$ cat config.mk
export PLATFORM = sky130hd
export DESIGN_NAME = uart_tx_sched
export DESIGN_NICKNAME = d
export VERILOG_FILES = /design/src/rtl/uart_tx_sched_pkg.sv /design/src/rtl/uart_tx_sched_sync_fifo.sv /design/src/rtl/uart_tx_sched.sv
export SDC_FILE = /design/constraint.sdc
export NUM_CORES = 1
export LEC_CHECK = 0
export BUFFER_PORTS_ARGS = -buffer_cell sky130_fd_sc_hd__buf_2
export CAP_MARGIN = 20
export CORE_MARGIN = 3
export CORE_UTILIZATION = 39
export DETAILED_ROUTE_END_ITERATION = 7
export GPL_ROUTABILITY_DRIVEN = 0
export PLACE_DENSITY = 0.63
export SLEW_MARGIN = 0
export SYNTH_ARGS = -nofsm -noshare
export SYNTH_HDL_FRONTEND = slang
export SYNTH_HIERARCHICAL = 1
export SYNTH_SLANG_ARGS = --single-unit
export TNS_END_PERCENT = 5
$ cat constraint.sdc
create_clock -name I_clk -period 4.3 [get_ports I_clk]
set_input_delay 0.86 -clock I_clk [delete_from_list [all_inputs] [get_ports I_clk]]
set_output_delay 0.86 -clock I_clk [all_outputs]
set_load 0.01 [all_outputs]
$ cat src/rtl/uart_tx_sched_pkg.sv
// Shared definitions for the UART transmit scheduler: drain FSM encoding and FIFO sizing.
package uart_tx_sched_pkg;

  localparam int FIFO_DEPTH_DEFAULT = 8;
  localparam int LEVEL_W            = 5;

  typedef enum logic [1:0] {
    ST_IDLE      = 2'b00,
    ST_ISSUE     = 2'b01,
    ST_WAIT_BUSY = 2'b10,
    ST_WAIT_DONE = 2'b11
  } drain_state_t;

endpackage

$ cat src/rtl/uart_tx_sched_sync_fifo.sv
// Single-clock byte FIFO with show-ahead head output and registered occupancy count.
module sync_fifo
  import uart_tx_sched_pkg::*;
#(
  parameter int DEPTH = FIFO_DEPTH_DEFAULT,
  parameter int WIDTH = 8
) (
  input  logic               I_clk,
  input  logic               I_reset,
  input  logic               push,
  input  logic               pop,
  input  logic [WIDTH-1:0]   din,
  output logic [WIDTH-1:0]   dout,
  output logic               full,
  output logic               empty,
  output logic [LEVEL_W-1:0] level
);

  localparam int AW = $clog2(DEPTH);

  logic [WIDTH-1:0]   mem [DEPTH];
  logic [AW-1:0]      wr_ptr;
  logic [AW-1:0]      rd_ptr;
  logic [LEVEL_W-1:0] count;
  logic               do_push;
  logic               do_pop;

  assign full    = (count == LEVEL_W'(DEPTH));
  assign empty   = (count == '0);
  assign do_push = push && !full;
  assign do_pop  = pop && !empty;
  assign dout    = mem[rd_ptr];
  assign level   = count;

  // Pointers are exactly log2(DEPTH) bits, so increment wraps modulo DEPTH.
  // NOTE: sequential state uses non-blocking assignments so every flop samples pre-edge values.
  always_ff @(posedge I_clk) begin
    if (I_reset) begin
      wr_ptr <= '0;
      rd_ptr <= '0;
      count  <= '0;
    end else begin
      if (do_push) wr_ptr <= wr_ptr + 1'b1;
      if (do_pop)  rd_ptr <= rd_ptr + 1'b1;
      case ({do_push, do_pop})
        2'b10:   count <= count + 1'b1;
        2'b01:   count <= count - 1'b1;
        default: count <= count;
      endcase
    end
  end

  // NOTE: storage is not reset; pointers and count already define which entries are valid.
  always_ff @(posedge I_clk) begin
    if (do_push) mem[wr_ptr] <= din;
  end

endmodule

$ cat src/rtl/uart_tx_sched.sv
// Two-requester round-robin byte scheduler feeding a shared FIFO drained into a UART transmitter.
module uart_tx_sched
  import uart_tx_sched_pkg::*;
#(
  parameter int FIFO_DEPTH = FIFO_DEPTH_DEFAULT
) (
  input  logic               I_clk,
  input  logic               I_reset,
  input  logic               I_req0_valid,
  input  logic [7:0]         I_req0_data,
  output logic               O_req0_ready,
  input  logic               I_req1_valid,
  input  logic [7:0]         I_req1_data,
  output logic               O_req1_ready,
  output logic [7:0]         O_tx_data,
  output logic               O_tx_exec,
  input  logic               I_tx_ready,
  output logic [LEVEL_W-1:0] O_level,
  output logic               O_busy
);

  drain_state_t state_q;
  drain_state_t state_d;
  logic         prio_q;
  logic         grant0;
  logic         grant1;
  logic         fifo_full;
  logic         fifo_empty;
  logic         fifo_pop;
  logic [7:0]   fifo_dout;
  logic [7:0]   push_data;
  logic         load_data;
  logic [7:0]   tx_data_q;

  sync_fifo #(
    .DEPTH (FIFO_DEPTH),
    .WIDTH (8)
  ) u_fifo (
    .I_clk   (I_clk),
    .I_reset (I_reset),
    .push    (grant0 || grant1),
    .pop     (fifo_pop),
    .din     (push_data),
    .dout    (fifo_dout),
    .full    (fifo_full),
    .empty   (fifo_empty),
    .level   (O_level)
  );

  // prio_q=0 favours requester 0; a full FIFO blocks both even if it pops this cycle.
  // NOTE: every always_comb output gets a default first so no latch is inferred.
  always_comb begin
    grant0 = 1'b0;
    grant1 = 1'b0;
    if (!I_reset && !fifo_full) begin
      if (I_req0_valid && (!I_req1_valid || !prio_q)) grant0 = 1'b1;
      else if (I_req1_valid)                          grant1 = 1'b1;
    end
  end

  assign O_req0_ready = grant0;
  assign O_req1_ready = grant1;
  assign push_data    = grant1 ? I_req1_data : I_req0_data;

  always_ff @(posedge I_clk) begin
    if (I_reset)     prio_q <= 1'b0;
    else if (grant0) prio_q <= 1'b1;
    else if (grant1) prio_q <= 1'b0;
  end

  // The head byte is captured on IDLE->ISSUE so it is already stable while exec is high.
  always_comb begin
    state_d   = state_q;
    fifo_pop  = 1'b0;
    load_data = 1'b0;
    case (state_q)
      ST_IDLE: begin
        if (!fifo_empty && I_tx_ready) begin
          state_d   = ST_ISSUE;
          load_data = 1'b1;
        end
      end
      ST_ISSUE: begin
        fifo_pop = 1'b1;
        state_d  = ST_WAIT_BUSY;
      end
      ST_WAIT_BUSY: if (!I_tx_ready) state_d = ST_WAIT_DONE;
      ST_WAIT_DONE: if (I_tx_ready)  state_d = ST_IDLE;
      default:      state_d = ST_IDLE;
    endcase
  end

  always_ff @(posedge I_clk) begin
    if (I_reset) begin
      state_q   <= ST_IDLE;
      tx_data_q <= 8'h00;
    end else begin
      state_q <= state_d;
      if (load_data) tx_data_q <= fifo_dout;
    end
  end

  assign O_tx_data = tx_data_q;
  assign O_tx_exec = (state_q == ST_ISSUE);
  assign O_busy    = !fifo_empty || (state_q != ST_IDLE);

endmodule

**After elaboration in Yosys (flattened, before gate mapping)**

Memories as Yosys holds them, arrays and structs flattened. A register that Yosys moved wholly into a read port is not among the register bits.
Index checks and enable logic that the tools add are counted.

- Register bits after elaboration: 14
- RAM bits: 64
- Bits of input ports: 21
- Output and inout port bits: 17
- Word-level logic and storage cells: 56
- Memories kept: 1

- $add $sub $neg: 4
- Equal/unequal tests: 9
- Muxes and demuxes: 18
- Reductions and logical operators: 19

Memories:

| memory | words | bits a word | read ports | clocked after memory_dff | write ports | line | RTL |
|---|---|---|---|---|---|---|---|
| u_fifo.mem | 8 | 8 | 1 | 1 | 1 | uart_tx_sched_sync_fifo.sv:21 | `logic [WIDTH-1:0] mem [DEPTH];` |

Operator list:

| kind | count |
|---|---|
| 2-to-1 mux 1 bit | 12 |
| case mux 5 bit (2 select lines) | 1 |
| 2-to-1 mux 8 bit | 1 |
| case mux 2 bit (4 select lines) | 1 |
| adder 3 x 1 -> 3 bit (second input constant) | 2 |
| equality test 2 bit (second input constant) | 3 |
| 2-to-1 mux 2 bit | 3 |
| != test 2 bit (second input constant) | 3 |
| nonzero test 2 bit | 3 |
| adder 5 x 1 -> 5 bit (second input constant) | 1 |
| equality test 5 x 4 -> 1 bit (second input constant) | 1 |
| logical AND 1 bit | 5 |
| logical NOT 1 bit | 5 |
| logical NOT 5 bit | 1 |
| subtractor 5 x 1 -> 5 bit (second input constant) | 1 |
| equality test 2 x 1 -> 1 bit (second input constant) | 2 |
| logical OR 1 bit | 3 |
| AND reduction 3 bit | 1 |
| logical NOT 2 bit | 1 |

**Logic depth before layout (Yosys ltp)**

- Word-level depth: 9
- Gate-level depth with buffers: 15
- Mapped depth without buffers: 12

**Cells and area by module**

The synthesis kept the hierarchy.

By module, submodules not included:

| module | times used | cells each | area each (um2) | sequential area each (um2) |
|---|---|---|---|---|
| sync_fifo | 1 | 186 | 3214.3 | 2202.1 |
| uart_tx_sched | 1 | 64 | 643.1 | 220.2 |

**Worst setup path after synthesis**

Ideal clock, no wire load.

- Path kind: flip-flop to flip-flop
- Start point: reg u_fifo.count[1], in the netlist u_fifo/level[1]
- End point: reg u_fifo.count[4], in the netlist u_fifo/level[4]
- Setup time: 0.123 ns
- Arrival time: 3.227 ns
- Data required time: 4.177 ns
- Setup slack: 0.949 ns
- Stages on the path, launching flop included: 16
- Clock period less this slack: 3.351 ns
- Path through: dfxtp_1 -> buf_6 -> or4_4 -> buf_6 -> nor2_1 -> nor2_4 -> o21a_1 -> o21ai_4 -> ha_1 -> clkbuf_1 -> xor2_1 -> ha_1 -> nor2b_1 -> o21ai_0 -> a221oi_1 -> mux2_1

- Word-level cells in the longest chain between the ends: 8
- Elaborated cells on any way between the ends: 16
- Classes of those cells: add/sub (2); eq/ne (3); mux (3); reduce/logical (8)

RTL lines:

| what | line | RTL |
|---|---|---|
| start, declared | uart_tx_sched_sync_fifo.sv:24 | `logic [LEVEL_W-1:0] count;` |
| start signal, assigned | uart_tx_sched_sync_fifo.sv:46 | `2'b10: count <= count + 1'b1;` |
| start signal, assigned | uart_tx_sched_sync_fifo.sv:47 | `2'b01: count <= count - 1'b1;` |
| start signal, assigned | uart_tx_sched_sync_fifo.sv:48 | `default: count <= count;` |
| equality test 5 x 4 -> 1 bit * | uart_tx_sched_sync_fifo.sv:28 | `assign full = (count == LEVEL_W'(DEPTH));` |
| net fifo_full | uart_tx_sched.sv:27 | `logic fifo_full;` |
| logical NOT 1 bit * | uart_tx_sched_sync_fifo.sv:30, uart_tx_sched.sv:55 |  |
| logical AND 1 bit | uart_tx_sched.sv:55 | `if (!I_reset && !fifo_full) begin` |
| 2-to-1 mux 1 bit | uart_tx_sched.sv:55 |  |
| logical OR 1 bit | uart_tx_sched.sv:41 | `.push (grant0 \|\| grant1),` |
| logical AND 1 bit * | uart_tx_sched_sync_fifo.sv:30 | `assign do_push = push && !full;` |
| equality test 2 x 1 -> 1 bit / equality test 2 bit (equally long branches) | uart_tx_sched_sync_fifo.sv:45 | `case ({do_push, do_pop})` |
| case mux 5 bit (2 select lines) / nonzero test 2 bit (equally long branches) | -- |  |

The timed path passes the listed nets; every way through them passes the cells marked *.
A chain may end at the register's enable or synchronous reset.

**Worst setup path in the final report**

Same ends and word-level chain as after synthesis.

==> results.sh <==
export IMPL_status="finished, final reports clean"
export IMPL_rsz0062_at_grt="false"
export IMPL_wl_um=7154
export IMPL_syn_inst=250
export IMPL_antenna_found_initial=0
export IMPL_floorplan_initialDensity=0.4097
export IMPL_grt_pass1_wl_um=11470
export IMPL_power_switching_uw=671.9
export IMPL_endpoint_kind="register"
export IMPL_ys_types=48
export IMPL_grt_overflow=0
export IMPL_seqCellArea_um2=2422
export IMPL_drive_above_1_share=0.3467
export IMPL_grt_max_degree=29
export IMPL_remaining_drc_errors=0
export IMPL_avgSynthCellArea_um2=15.43
export IMPL_power_density_nw_per_um2=506.5
export IMPL_period_share=0.8067
export IMPL_critPathBufInv=0
export IMPL_r2r_start="u_fifo/level[1]"
export IMPL_fin_worst_skew_ps=10.62
export IMPL_preCtsSetupSlack_ps=795.6
export IMPL_hold_viol_final=0
export IMPL_arrival_ps=3710
export IMPL_path_cells="or4_4 > nor2_1 > nor2_4 > o21a_1 > o21ai_4 > ha_1 > xor2_1 > ha_1 > nor2b_1 > o21ai_0 > a221oi_1 > mux2_1"
export IMPL_critPathMostFrequentCell="ha_1"
export IMPL_holdPathStages=2
export IMPL_hpwl_um=4737
export IMPL_finalSetupViolCount=0
export IMPL_power_total_mw=2.251
export IMPL_holdPathEnd="O_tx_data[6]"
export IMPL_die_y_um=105.5
export IMPL_drt_pass1_iter_count=4
export IMPL_crit_type="reg -> reg"
export IMPL_critPathTopFamily="simple AND/OR/NAND/NOR gates"
export IMPL_h_tree_depth=3
export IMPL_p_comb_frac=0.270
export IMPL_synth_async_reset_ratio=0
export IMPL_dr_wl_met3_um=226
export IMPL_ys_seq_area_frac=0.6280
export IMPL_crit_required_ps=4540
export IMPL_ys_flop_type="edfxtp_1"
export IMPL_worstMarginPinSlew_ps=931.1
export IMPL_fillCellCount=796
export IMPL_min_path_type="reg -> reg"
export IMPL_slew_headroom=0.3759
export IMPL_hp_start="O_tx_data[6]"
export IMPL_p_leak_nw=1.681
export IMPL_dieArea_um2=11120
export IMPL_cts_buffer_depth=2
export IMPL_setup_slack_ps=831.3
export IMPL_yosys_top_cells_area="edfxtp_1 (50%), dfxtp_1 (13%), mux4_2 (9.3%), mux2_2 (3.8%), ha_1 (3.2%)"
export IMPL_drv_slew=0
export IMPL_clockPowerShare=0.254
export IMPL_synth_edff_count=64
export IMPL_m1WireLength_um=3263
export IMPL_maxCapViolations=0
export IMPL_grt_pass1_vias=2137
export IMPL_track_usage=0.1370
export IMPL_diodes=0
export IMPL_vdd_drop_max_mv=0.1591
export IMPL_ys_ff_latch=89
export IMPL_syn_nets=281
export IMPL_synthTopCellsByCount="edfxtp_1 (64), dfxtp_1 (25), nor2_1 (25)"
export IMPL_synth_warnings=6
export IMPL_cts_buffers=9
export IMPL_top_layer="met4"
export IMPL_rows=35
export IMPL_wl_met2_um=3555
export IMPL_switching_share=0.2985
export IMPL_viasPerCell=4.928
export IMPL_syn_cell_area_um2=3857
export IMPL_cts_root_buf="clkbuf_8"
export IMPL_fmaxAchievable_ghz=0.2883
export IMPL_p_int_mw=1.579
export IMPL_finalSetupTns_ps=0
export IMPL_worstRegToRegCells=12
export IMPL_multiInputGateArea_um2=1353
export IMPL_max_stage_delay_ps=610
export IMPL_synth_most_common_cell="edfxtp_1"
export IMPL_layout_min_cycle_time_ps=3469
export IMPL_worst_path_max_delay_cell="or4_4"
export IMPL_path_clk_slew_ps=90
export IMPL_die_x_um=105.5
export IMPL_crit_path_max_fanout=9
export IMPL_first_iter_violations=117
export IMPL_worst_r2r_endpoint="u_fifo/level[4]"
export IMPL_cts_tree="built"
export IMPL_pin_count=38
export IMPL_post_synth_top_area_fraction=0.4982
export IMPL_p_seq_frac=0.476
export IMPL_fin_nets=326
export IMPL_clock_sinks=89
export IMPL_insertion_delay_ps=350
export IMPL_ctsHoldBuffers=0
export IMPL_io_buffers=37
export IMPL_core_area_um2=9415
export IMPL_critPathLaunchType="register"
export IMPL_final_antenna_net_count=0
export IMPL_worst_path_stages=12
export IMPL_area_growth_pct=15.21
export IMPL_num_vias=2114
export IMPL_worst_r2r_setup_slack_ps=830
export IMPL_routedWlPerCell_um=16.68
export IMPL_synth_top_area_cell="edfxtp_1"
export IMPL_postCtsSetupRepairBufs=0
export IMPL_cts_resized_gates=0
final cells by class:
class                           instances  area share
Clock buffer                            9     0.02787
Multi-Input combinational cell        140      0.3043
Timing Repair Buffer                   46     0.06137
Inverter                                9    0.007601
Tap cell                              129     0.03632
Clock inverter                          7     0.01745
Sequential cell                        89      0.5450
placed cells by master, fill, tap and decap left out, drive strengths merged, types with 3 or more instances in the layout:
cell type	n
mux4	16
mux2i	12
xor2	6
clkinv	3
nor3	5
clkbuf	9
nor2	26
nand2b	8
buf	46
nand2	4
mux2	17
o21ai	5
dfxtp	25
edfxtp	64
ha	10
inv	12
state kept, by name (all words and copies together), names as in the netlist, named ones only:
signal,flops
u_fifo/mem,64
O_tx_data,8
prio_q,1
u_fifo/wr_ptr,3
u_fifo/rd_ptr,3
state_q,2
u_fifo/level,5
worst register-to-register path: stages (launching register included):
cell      delay, ps
dfxtp_1         410
or4_4           610
nor2_1          260
nor2_4           90
o21a_1          160
o21ai_4         140
ha_1            400
xor2_1          210
ha_1            240
nor2b_1         140
o21ai_0          80
a221oi_1        290
mux2_1          350
layer usage:
layer	global-route usage	up-vias
li1	-	1035
met1	0.1764	1034
met2	0.2227	38
met3	0.02878	7
met4	0.06186	0
met5	0	-
per-stage QoR:
stage	utilization	cell area, µm²	instances	hold WS (ps)
final	0.4720	4444	429	500.6
after global routing	0.4720	4444	429	558.6
after CTS	0.4691	4417	428	506.9
after detailed placement	0.4477	4215	412	482.4
after global placement	0.4477	4215	412	480.8
after floorplan	-	3857	250	473.2
power groups by stage:
stage | registers, mW | logic, mW | clock network, mW
after floorplan | 1.08 | 0.465 | 0
after global placement | 1.11 | 0.571 | 0
after detailed placement | 1.11 | 0.574 | 0
after CTS | 1.09 | 0.580 | 0.589
after global routing | 1.08 | 0.680 | 0.625
final | 1.07 | 0.609 | 0.571
worst max-delay path by stage:
stage | start | endpoint | slack, ps
3_3_place_gp | I_reset | u_fifo/level[4] | 870
4_1_cts | u_fifo/level[0] | u_fifo/level[4] | 820
3_5_place_dp | I_reset | u_fifo/level[4] | 800
5_1_grt | u_fifo/level[1] | u_fifo/level[4] | 580
6_report | u_fifo/level[1] | u_fifo/level[4] | 830
2_1_floorplan | u_fifo/level[1] | u_fifo/level[4] | 950
cells by family (layout without fill, tap and decap cells):
| kind of cell | Yosys count | in the layout | synth area share |
|---|---|---|---|
| AOI/OAI and AO/OA | 20 | 20 | 0.03925 |
| xor gates and xnor gates | 7 | 7 | 0.01589 |
| adders and majority gates | 10 | 10 | 0.03244 |
| buffers and inverters | 21 | 71 | 0.02530 |
| DFF | 89 | 89 | 0.6280 |
| muxes | 45 | 45 | 0.1771 |
| and+or+nand+nor | 58 | 58 | 0.08206 |
No activity file was read; power rests on OpenSTA's default activity.
